--- config.mk ---
export PLATFORM = sky130hd
export DESIGN_NAME = stage_loader
export DESIGN_NICKNAME = d
export VERILOG_FILES = /design/src/rtl/stage_pkg.sv /design/src/rtl/row_brick_counter.sv /design/src/rtl/stage_loader.sv
export SDC_FILE = /design/constraint.sdc
export NUM_CORES = 1
export LEC_CHECK = 0
export CAP_MARGIN = 20
export CORE_MARGIN = 5
export CORE_UTILIZATION = 45
export CTS_CLUSTER_DIAMETER = 100
export CTS_CLUSTER_SIZE = 24
export DETAILED_ROUTE_END_ITERATION = 12
export GPL_TIMING_DRIVEN = 0
export PLACE_DENSITY_LB_ADDON = 0.1
export SLEW_MARGIN = 10
export SYNTH_ARGS = -nofsm -noshare
export SYNTH_HDL_FRONTEND = slang
export SYNTH_HIERARCHICAL = 1
export SYNTH_SLANG_ARGS = --single-unit
export TNS_END_PERCENT = 5
--- constraint.sdc ---
create_clock -name clock -period 2.4 [get_ports clock]
set_clock_uncertainty 0.15 [all_clocks]
set_input_delay 0.24 -clock clock [delete_from_list [all_inputs] [get_ports clock]]
set_output_delay 0.24 -clock clock [all_outputs]
set_load 0.01 [all_outputs]
--- src/rtl/stage_pkg.sv ---
// Shared constants, colour encoding and loader state for the stage ROM / brick map path.
package stage_pkg;
   localparam int unsigned ROWS       = 30;
   localparam int unsigned COLS       = 10;
   localparam int unsigned CW         = 3;
   localparam int unsigned NUM_STAGES = 1;
   localparam int unsigned ROW_W      = COLS * CW;
   localparam int unsigned ADDR_W     = 5;
   localparam int unsigned CNT_W      = 9;
   localparam int unsigned STAGE_W    = 2;
   localparam int unsigned RCNT_W     = 4;

   localparam logic [CW-1:0] EMPTY = CW'(0);

   typedef enum logic [1:0] {
      S_IDLE,
      S_READ,
      S_DRAIN,
      S_FINISH
   } load_state_t;
endpackage

--- src/rtl/row_brick_counter.sv ---
// Counts the non-empty colour fields of one brick row (combinational).
module row_brick_counter
   import stage_pkg::*;
(
   input  logic [ROW_W-1:0]  row,
   output logic [RCNT_W-1:0] count_c
);

   always_comb begin
      count_c = '0;
      for (int unsigned i = 0; i < COLS; i++) begin
         if (row[i*CW +: CW] != EMPTY) count_c = count_c + RCNT_W'(1);
      end
   end

endmodule

--- src/rtl/stage_loader.sv ---
// Walks a stage through the synchronous stage ROM, copies every row into the
// brick map and keeps a running count of non-empty bricks.
module stage_loader
   import stage_pkg::*;
(
   input  logic               clock,
   input  logic               reset,
   input  logic               start,
   input  logic [STAGE_W-1:0] stage,
   output logic               rom_enable,
   output logic [ADDR_W-1:0]  rom_addr,
   output logic [STAGE_W-1:0] rom_stage,
   input  logic [ROW_W-1:0]   rom_data,
   output logic               wr_en,
   output logic [ADDR_W-1:0]  wr_addr,
   output logic [ROW_W-1:0]   wr_data,
   output logic [CNT_W-1:0]   brick_count,
   output logic               busy,
   output logic               done,
   output logic               err
);

   localparam logic [ADDR_W-1:0] LAST_ADDR = ADDR_W'(ROWS - 1);

   load_state_t        state, state_nxt;
   logic               rom_enable_nxt;
   logic [ADDR_W-1:0]  rom_addr_nxt;
   logic [STAGE_W-1:0] rom_stage_nxt;
   logic               busy_nxt, done_nxt, err_nxt;
   logic               accept_c;
   logic               cap_valid;
   logic [ADDR_W-1:0]  cap_addr;
   logic [RCNT_W-1:0]  row_cnt_c;

   row_brick_counter u_row_count (
      .row     (rom_data),
      .count_c (row_cnt_c)
   );

   // Control FSM: next state and next values of the registered control outputs
   always_comb begin
      state_nxt      = state;
      rom_enable_nxt = 1'b0;
      rom_addr_nxt   = '0;
      rom_stage_nxt  = rom_stage;
      busy_nxt       = busy;
      done_nxt       = 1'b0;
      err_nxt        = 1'b0;
      accept_c       = 1'b0;
      case (state)
         S_IDLE: begin
            if (start) begin
               if (32'(stage) < NUM_STAGES) begin
                  accept_c       = 1'b1;
                  state_nxt      = S_READ;
                  rom_enable_nxt = 1'b1;
                  rom_stage_nxt  = stage;
                  busy_nxt       = 1'b1;
               end else begin
                  err_nxt = 1'b1;
               end
            end
         end
         S_READ: begin
            if (rom_addr == LAST_ADDR) begin
               state_nxt = S_DRAIN;
            end else begin
               rom_enable_nxt = 1'b1;
               rom_addr_nxt   = rom_addr + ADDR_W'(1);
            end
         end
         S_DRAIN: state_nxt = S_FINISH;
         S_FINISH: begin
            state_nxt = S_IDLE;
            busy_nxt  = 1'b0;
            done_nxt  = 1'b1;
         end
         default: state_nxt = S_IDLE;
      endcase
   end

   always_ff @(posedge clock or posedge reset) begin
      if (reset) begin
         state      <= S_IDLE;
         rom_enable <= 1'b0;
         rom_addr   <= '0;
         rom_stage  <= '0;
         busy       <= 1'b0;
         done       <= 1'b0;
         err        <= 1'b0;
      end else begin
         state      <= state_nxt;
         rom_enable <= rom_enable_nxt;
         rom_addr   <= rom_addr_nxt;
         rom_stage  <= rom_stage_nxt;
         busy       <= busy_nxt;
         done       <= done_nxt;
         err        <= err_nxt;
      end
   end

   // cap_valid marks an edge at which the ROM sampled an enabled read, so
   // rom_data is only captured on the cycle after a real read.
   always_ff @(posedge clock or posedge reset) begin
      if (reset) begin
         cap_valid   <= 1'b0;
         cap_addr    <= '0;
         wr_en       <= 1'b0;
         wr_addr     <= '0;
         wr_data     <= '0;
         brick_count <= '0;
      end else begin
         cap_valid <= rom_enable;
         cap_addr  <= rom_addr;
         wr_en     <= cap_valid;
         if (cap_valid) begin
            wr_addr <= cap_addr;
            wr_data <= rom_data;
         end
         if (accept_c)       brick_count <= '0;
         else if (cap_valid) brick_count <= brick_count + CNT_W'(row_cnt_c);
      end
   end

endmodule
# After elaboration in Yosys (flattened, before gate mapping)

Index checks and enable logic that the tools add are counted.

Bits in registers: 64
Bits of input ports: 35
Output and inout bits: 56
Logic and storage cells: 78

Add/sub/neg operators: 11
Magnitude comparators: 1
Equality and inequality tests: 7
Multiplexer cells: 30
Reduce and logical (&&, ||, !) cells: 16

Operators with widths:

| kind                | number |
|---|---|
| $mux 4              | 9 |
| $add 4x1->4 const B | 8 |
| $reduce_bool 3->1   | 10 |
| $mux 9              | 2 |
| $mux 1              | 11 |
| $mux 5              | 2 |
| $add 9x4->9         | 1 |
| $reduce_and 3->1    | 3 |
| $pmux 2 s4          | 1 |
| $mux 2              | 3 |
| $ne 2x2->1 const B  | 3 |
| $add 5x1->5 const B | 1 |
| $eq 5x5->1 const B  | 1 |
| $eq 2x2->1 const B  | 2 |
| $pmux 1 s2          | 2 |
| $reduce_bool 2->1   | 2 |
| $add 1x1->2 const B | 1 |
| $eq 2x1->1 const B  | 1 |
| $logic_not 2->1     | 1 |
| $lt 2x1->1 const B  | 1 |

# Depth between registers and ports, before layout

Depth in word-level cells: 23
Mapped depth: 28
Gate-level depth less buffers: 28

# By module

Netlist, hierarchy kept.

By module, submodules not included:

| module            | instances | cells an instance | area an instance (um2) | sequential area each (um2) |
|---|---|---|---|---|
| stage_loader      | 1         | 193               | 2625.0                 | 1601.5 |
| row_brick_counter | 1         | 109               | 869.6                  | 0.0 |

# Worst setup path after synthesis

OpenSTA, ideal clock, no wires.

Path type: input -> register
Start point: input port rom_data[4]
End point: register brick_count[4]
Setup time: 137 ps
Arrival: 5473 ps
Data required time: 2113 ps
Path slack: -3360 ps
Cell stages on the path: 28
Path buffers: 0
Cells stage by stage: or3_1 inv_2 ha_1 o311a_2 a211oi_1 nand3_1 nand2_1 ha_1 xnor3_2 nor3_1 a221oi_4 inv_1 ha_1 xor2_1 a2bb2oi_1 o21ai_1 ha_1 mux2i_1 inv_1 ha_1 nand2_1 o21ai_1 inv_1 fa_1 nand2b_1 a211oi_1 xnor2_1 nor2_1

Cells in the longest elaborated chain, start to end: 21

Ends and longest elaborated chain:

| item                  | RTL line                | RTL |
|---|---|---|
| from (decl)           | stage_loader.sv:13      | `input logic [ROW_W-1:0] rom_data,` |
| $reduce_bool 3->1 (*) | row_brick_counter.sv:12 | `if (row[i*CW +: CW] != EMPTY) count_c = count_c + RCNT_W'(1);` |
| $mux 4 (*)            | row_brick_counter.sv:12 |  |
| $add 4x1->4           | row_brick_counter.sv:12 |  |
| $mux 4 (*)            | row_brick_counter.sv:12 |  |
| $add 4x1->4           | row_brick_counter.sv:12 |  |
| $mux 4 (*)            | row_brick_counter.sv:12 |  |
| $add 4x1->4           | row_brick_counter.sv:12 |  |
| $mux 4 (*)            | row_brick_counter.sv:12 |  |
| (+6 left out)         | --                      |  |
| $add 4x1->4           | row_brick_counter.sv:12 |  |
| $mux 4 (*)            | row_brick_counter.sv:12 |  |
| $add 4x1->4           | row_brick_counter.sv:12 |  |
| $mux 4 (*)            | row_brick_counter.sv:12 |  |
| net row_cnt_c[1]      | stage_loader.sv:33      | `logic [RCNT_W-1:0] row_cnt_c;` |
| $add 9x4->9 (*)       | stage_loader.sv:121     | `else if (cap_valid) brick_count <= brick_count + CNT_W'(row_cnt_c);` |
| $mux 9 (*)            | stage_loader.sv:121     |  |
| $mux 9 (*)            | stage_loader.sv:120     | `if (accept_c) brick_count <= '0;` |
| to (signal assigned)  | stage_loader.sv:121     |  |
| to (decl)             | stage_loader.sv:17      | `output logic [CNT_W-1:0] brick_count,` |

The timed path passes the listed nets; every way through them passes the cells marked *. The select of a mux whose other input is x is not followed.
A chain may end at the register's enable or synchronous reset.

# Worst setup path after layout

Start point: input port rom_data[5]
End point: register brick_count[5]

The elaborated chain is that of the path after synthesis.

==> flow_metrics.tcl <==
set metrics [dict create \
    status "finished with violations" \
    violations "setup timing" \
    timing.final.ws_setup_ns -2.66 \
    row_count 32 \
    wl_um 8400 \
    whs_path_depth 2 \
    clock_path_buffers 2 \
    setup_tns_ns -21.19 \
    slew_headroom_pct 48.3 \
    ff2ff_path_depth 4 \
    worstPathRequired_ns 2.53 \
    layout-drive-gt1-share_pct 34.3 \
    cp_top_family "adder cells" \
    p_comb_share_pct 64.1 \
    core-area_um2 7650 \
    drt_iter0_markers 64 \
    cts_tree "yes" \
    synth_area_per_cell_um2 11.6 \
    powerDensity_nw_per_um2 1400 \
    worst_pin_slew_ns 0.776 \
    max_stage_delay_ns 0.40 \
    die_w_um 98.1 \
    first_pass_iters 4 \
    ys_seq_elements 64 \
    slowest_stage "or3_4" \
    seq_area_frac_synth_pct 45.8 \
    cts-buffers-inserted 9 \
    crit_path_end_kind "flip-flop" \
    fmax_mhz 198 \
    min_period_ns 5.06 \
    insertion_delay_ns 0.35 \
    die_h_um 98.1 \
    setup_viol 9 \
    hpwl_um 5820 \
    grt_use_total_pct 17.5 \
    drc_errors 0 \
    hold-path-endpoint "wr_data[4]$_DFFE_PP0P_" \
    multi_input_area_um2 2110 \
    utilization_pct 68.8 \
    switching_share_pct 38.5 \
    async_reset_ff_share_pct 100 \
    clock-root-buffer "clkbuf_8" \
    startpoint_type "primary input" \
    vias 2727 \
    grt_setup_unrepaired "true" \
    r2r-start "cap_valid$_DFF_PP0_" \
    peakVddDrop_uv 862 \
    gp_routability_congestion 0.802 \
    p_int_w 0.00452 \
    vias_per_cell 5.06 \
    grt-ovfl-total 0 \
    dieArea_um2 9630 \
    worstSetupPathType "in -> reg" \
    fillerInstances 568 \
    syn_nets 357 \
    synthCells 302 \
    synth-edff-count 0 \
    power_switching_w 0.00283 \
    clockPowerShare_pct 11.7 \
    fin_nets 487 \
    hold_viol_final 0 \
    maxCapViolCount 0 \
    ios 91 \
    r2r_slack_ns 0.40 \
    grt_pass1_vias 2815 \
    htreeDepth 3 \
    arrival_ns 5.19 \
    post_drt_wl_per_cell_um 15.6 \
    crit_top_cell "ha_4" \
    io_buffers 90 \
    clk_pin_slew_ns 0.08 \
    ant_nets 0 \
    grt_pass1_wl_um 13400 \
    diodes 0 \
    r2r-end "wr_data[3]$_DFFE_PP0P_" \
    antenna_found_initial 0 \
    cp_max_fo 4 \
    syn-cell-area_um2 3490 \
    seq_area_um2 1600 \
    initial_core_util_pct 45.7 \
    seq_power_share_pct 24.2 \
    synth_top_flop_cell "dfrtp_1" \
    drv_slew 0 \
    hp-start "rom_data[4]" \
    finalPower_w 0.00735 \
    area_delta_synth_final_pct 50.6 \
    period_share_pct 211 \
    p_leak_nw 2.24 \
    ys_warn_count 6 \
    synth.distinct_cells 47 \
    crit_buf_inv 3 \
    grt_max_degree 65 \
    holdWs_ns 0.00831 \
    clock-sinks 64 \
    hold_class "in -> reg" \
]
[per-layer routing]
layer / GRT usage [%] / wire (um) / vias up
met5: 0 / 0 / -
met4: 7.14 / 154 / 0
met3: 5.79 / 593 / 13
met2: 29.3 / 4200 / 82
met1: 20.6 / 3450 / 1311
li1: - / - / 1321
[synthesized netlist by cell type, types with 4 or more instances]
master   instances  share of area [%]
dfrtp_1         64                 46
mux2_2          36                 12
nor2_1          27                2.9
xnor2_1         20                5.0
ha_1            19                6.8
nand2_1         19                2.0
inv_1           16                1.7
nand3_1         10                1.4
or3_1            8                1.4
nor3_1           7                1.0
xor2_1           7                1.8
o21ai_0          6               0.86
a21oi_1          4               0.57
a31oi_1          4               0.72
buf_2            4               0.57
mux2i_1          4                1.1
[what timing repair did]
action / in CTS / in global routing
setup endpoints to repair: 9 / 9
gates resized for setup: 43 / 27
pin swaps: 27 / 26
hold endpoints to repair: 2 / 0
setup buffers: 21 / 6
hold buffers: 2 / 0
[worst reg2reg max path: stages (launching register included)]
cell,delay [ns]
dfrtp_1,0.35
buf_2,0.18
buf_2,0.29
mux2_2,0.37
dlygate4sd3_1,0.56
[cell usage in the layout, fill, tap and decap left out, types with 3 or more instances in the layout]
cell type / count
nand2_1: 16
buf_4: 22
a31oi_1: 4
nand2_2: 3
dlygate4sd2_1: 3
a211oi_2: 4
xnor2_1: 15
ha_4: 7
buf_2: 6
inv_1: 12
clkbuf_8: 10
xnor2_2: 6
nand4_1: 3
ha_1: 12
o21ai_0: 4
inv_2: 3
dfrtp_1: 64
mux2i_1: 3
nor2_1: 25
mux2_2: 36
xnor2_4: 3
nor3_1: 5
xor2_1: 6
clkdlybuf4s50_1: 81
o21ai_2: 4
nor3_4: 5
or3_1: 6
buf_6: 7
nand3_1: 9
a21oi_1: 3
[kinds of logic (layout without fill, tap and decap cells)]
logic type / after synthesis / in the layout / synth area share [%]
multiplexers: 40 / 40 / 12.7
buffers and inverters: 22 / 157 / 2.72
XOR/XNOR: 32 / 32 / 9.63
adder cells (fa/ha/maj): 20 / 20 / 7.38
AO/OA/AOI/OAI: 37 / 37 / 8.95
AND/OR/NAND/NOR: 87 / 87 / 12.7
flip-flops: 64 / 64 / 45.8
[sequential cells by signal, indices dropped and copies added, names as in the netlist, 2 cells and up]
| register | cells |
|---|---|
| wr_addr | 5 |
| state | 2 |
| brick_count | 9 |
| wr_data | 30 |
| cap_addr | 5 |
| rom_stage | 2 |
| rom_addr | 5 |
[metrics by stage]
stage / instances / worst slack [ns] / cell area [um2]
3_3_place_gp: 494 / -3.71 / 4630
3_5_place_dp: 494 / -3.85 / 4630
6_report: 539 / -2.66 / 5260
4_1_cts: 533 / -2.85 / 5070
2_1_floorplan: 302 / -2.83 / 3600
5_1_grt: 539 / -2.84 / 5260
[power by group through the flow]
| stage | Clock (W) | Sequential, W | Combinational (W) |
|---|---|---|---|
| 2_1_floorplan | 0 | 0.00195 | 0.00207 |
| 3_3_place_gp | 0 | 0.00178 | 0.00345 |
| 3_5_place_dp | 0 | 0.00180 | 0.00355 |
| 4_1_cts | 0.000881 | 0.00179 | 0.00404 |
| 5_1_grt | 0.000928 | 0.00185 | 0.00509 |
| 6_report | 0.000856 | 0.00178 | 0.00471 |
[worst max path at each step]
stage	depth (start not counted)	end	start	slack, ns
after detailed placement	28	brick_count[7]$_DFFE_PP0P_	rom_data[1]	-3.85
after CTS	29	brick_count[7]$_DFFE_PP0P_	rom_data[3]	-2.85
after floorplan	28	brick_count[5]$_DFFE_PP0P_	rom_data[5]	-2.83
after global routing	27	brick_count[5]$_DFFE_PP0P_	rom_data[5]	-2.84
final	28	brick_count[5]$_DFFE_PP0P_	rom_data[5]	-2.66
after global placement	28	brick_count[5]$_DFFE_PP0P_	rom_data[1]	-3.71
[final cells by class]
cell class,count,share of cell area (%)
multi-input combinational,216,40.1
sequential,64,30.4
timing repair buffer,119,21.7
clock buffer,10,2.61
tap,102,2.42
inverter,17,1.31
clock inverter,6,0.832
buffer,5,0.594
No activity file was read; power rests on OpenSTA's default activity.
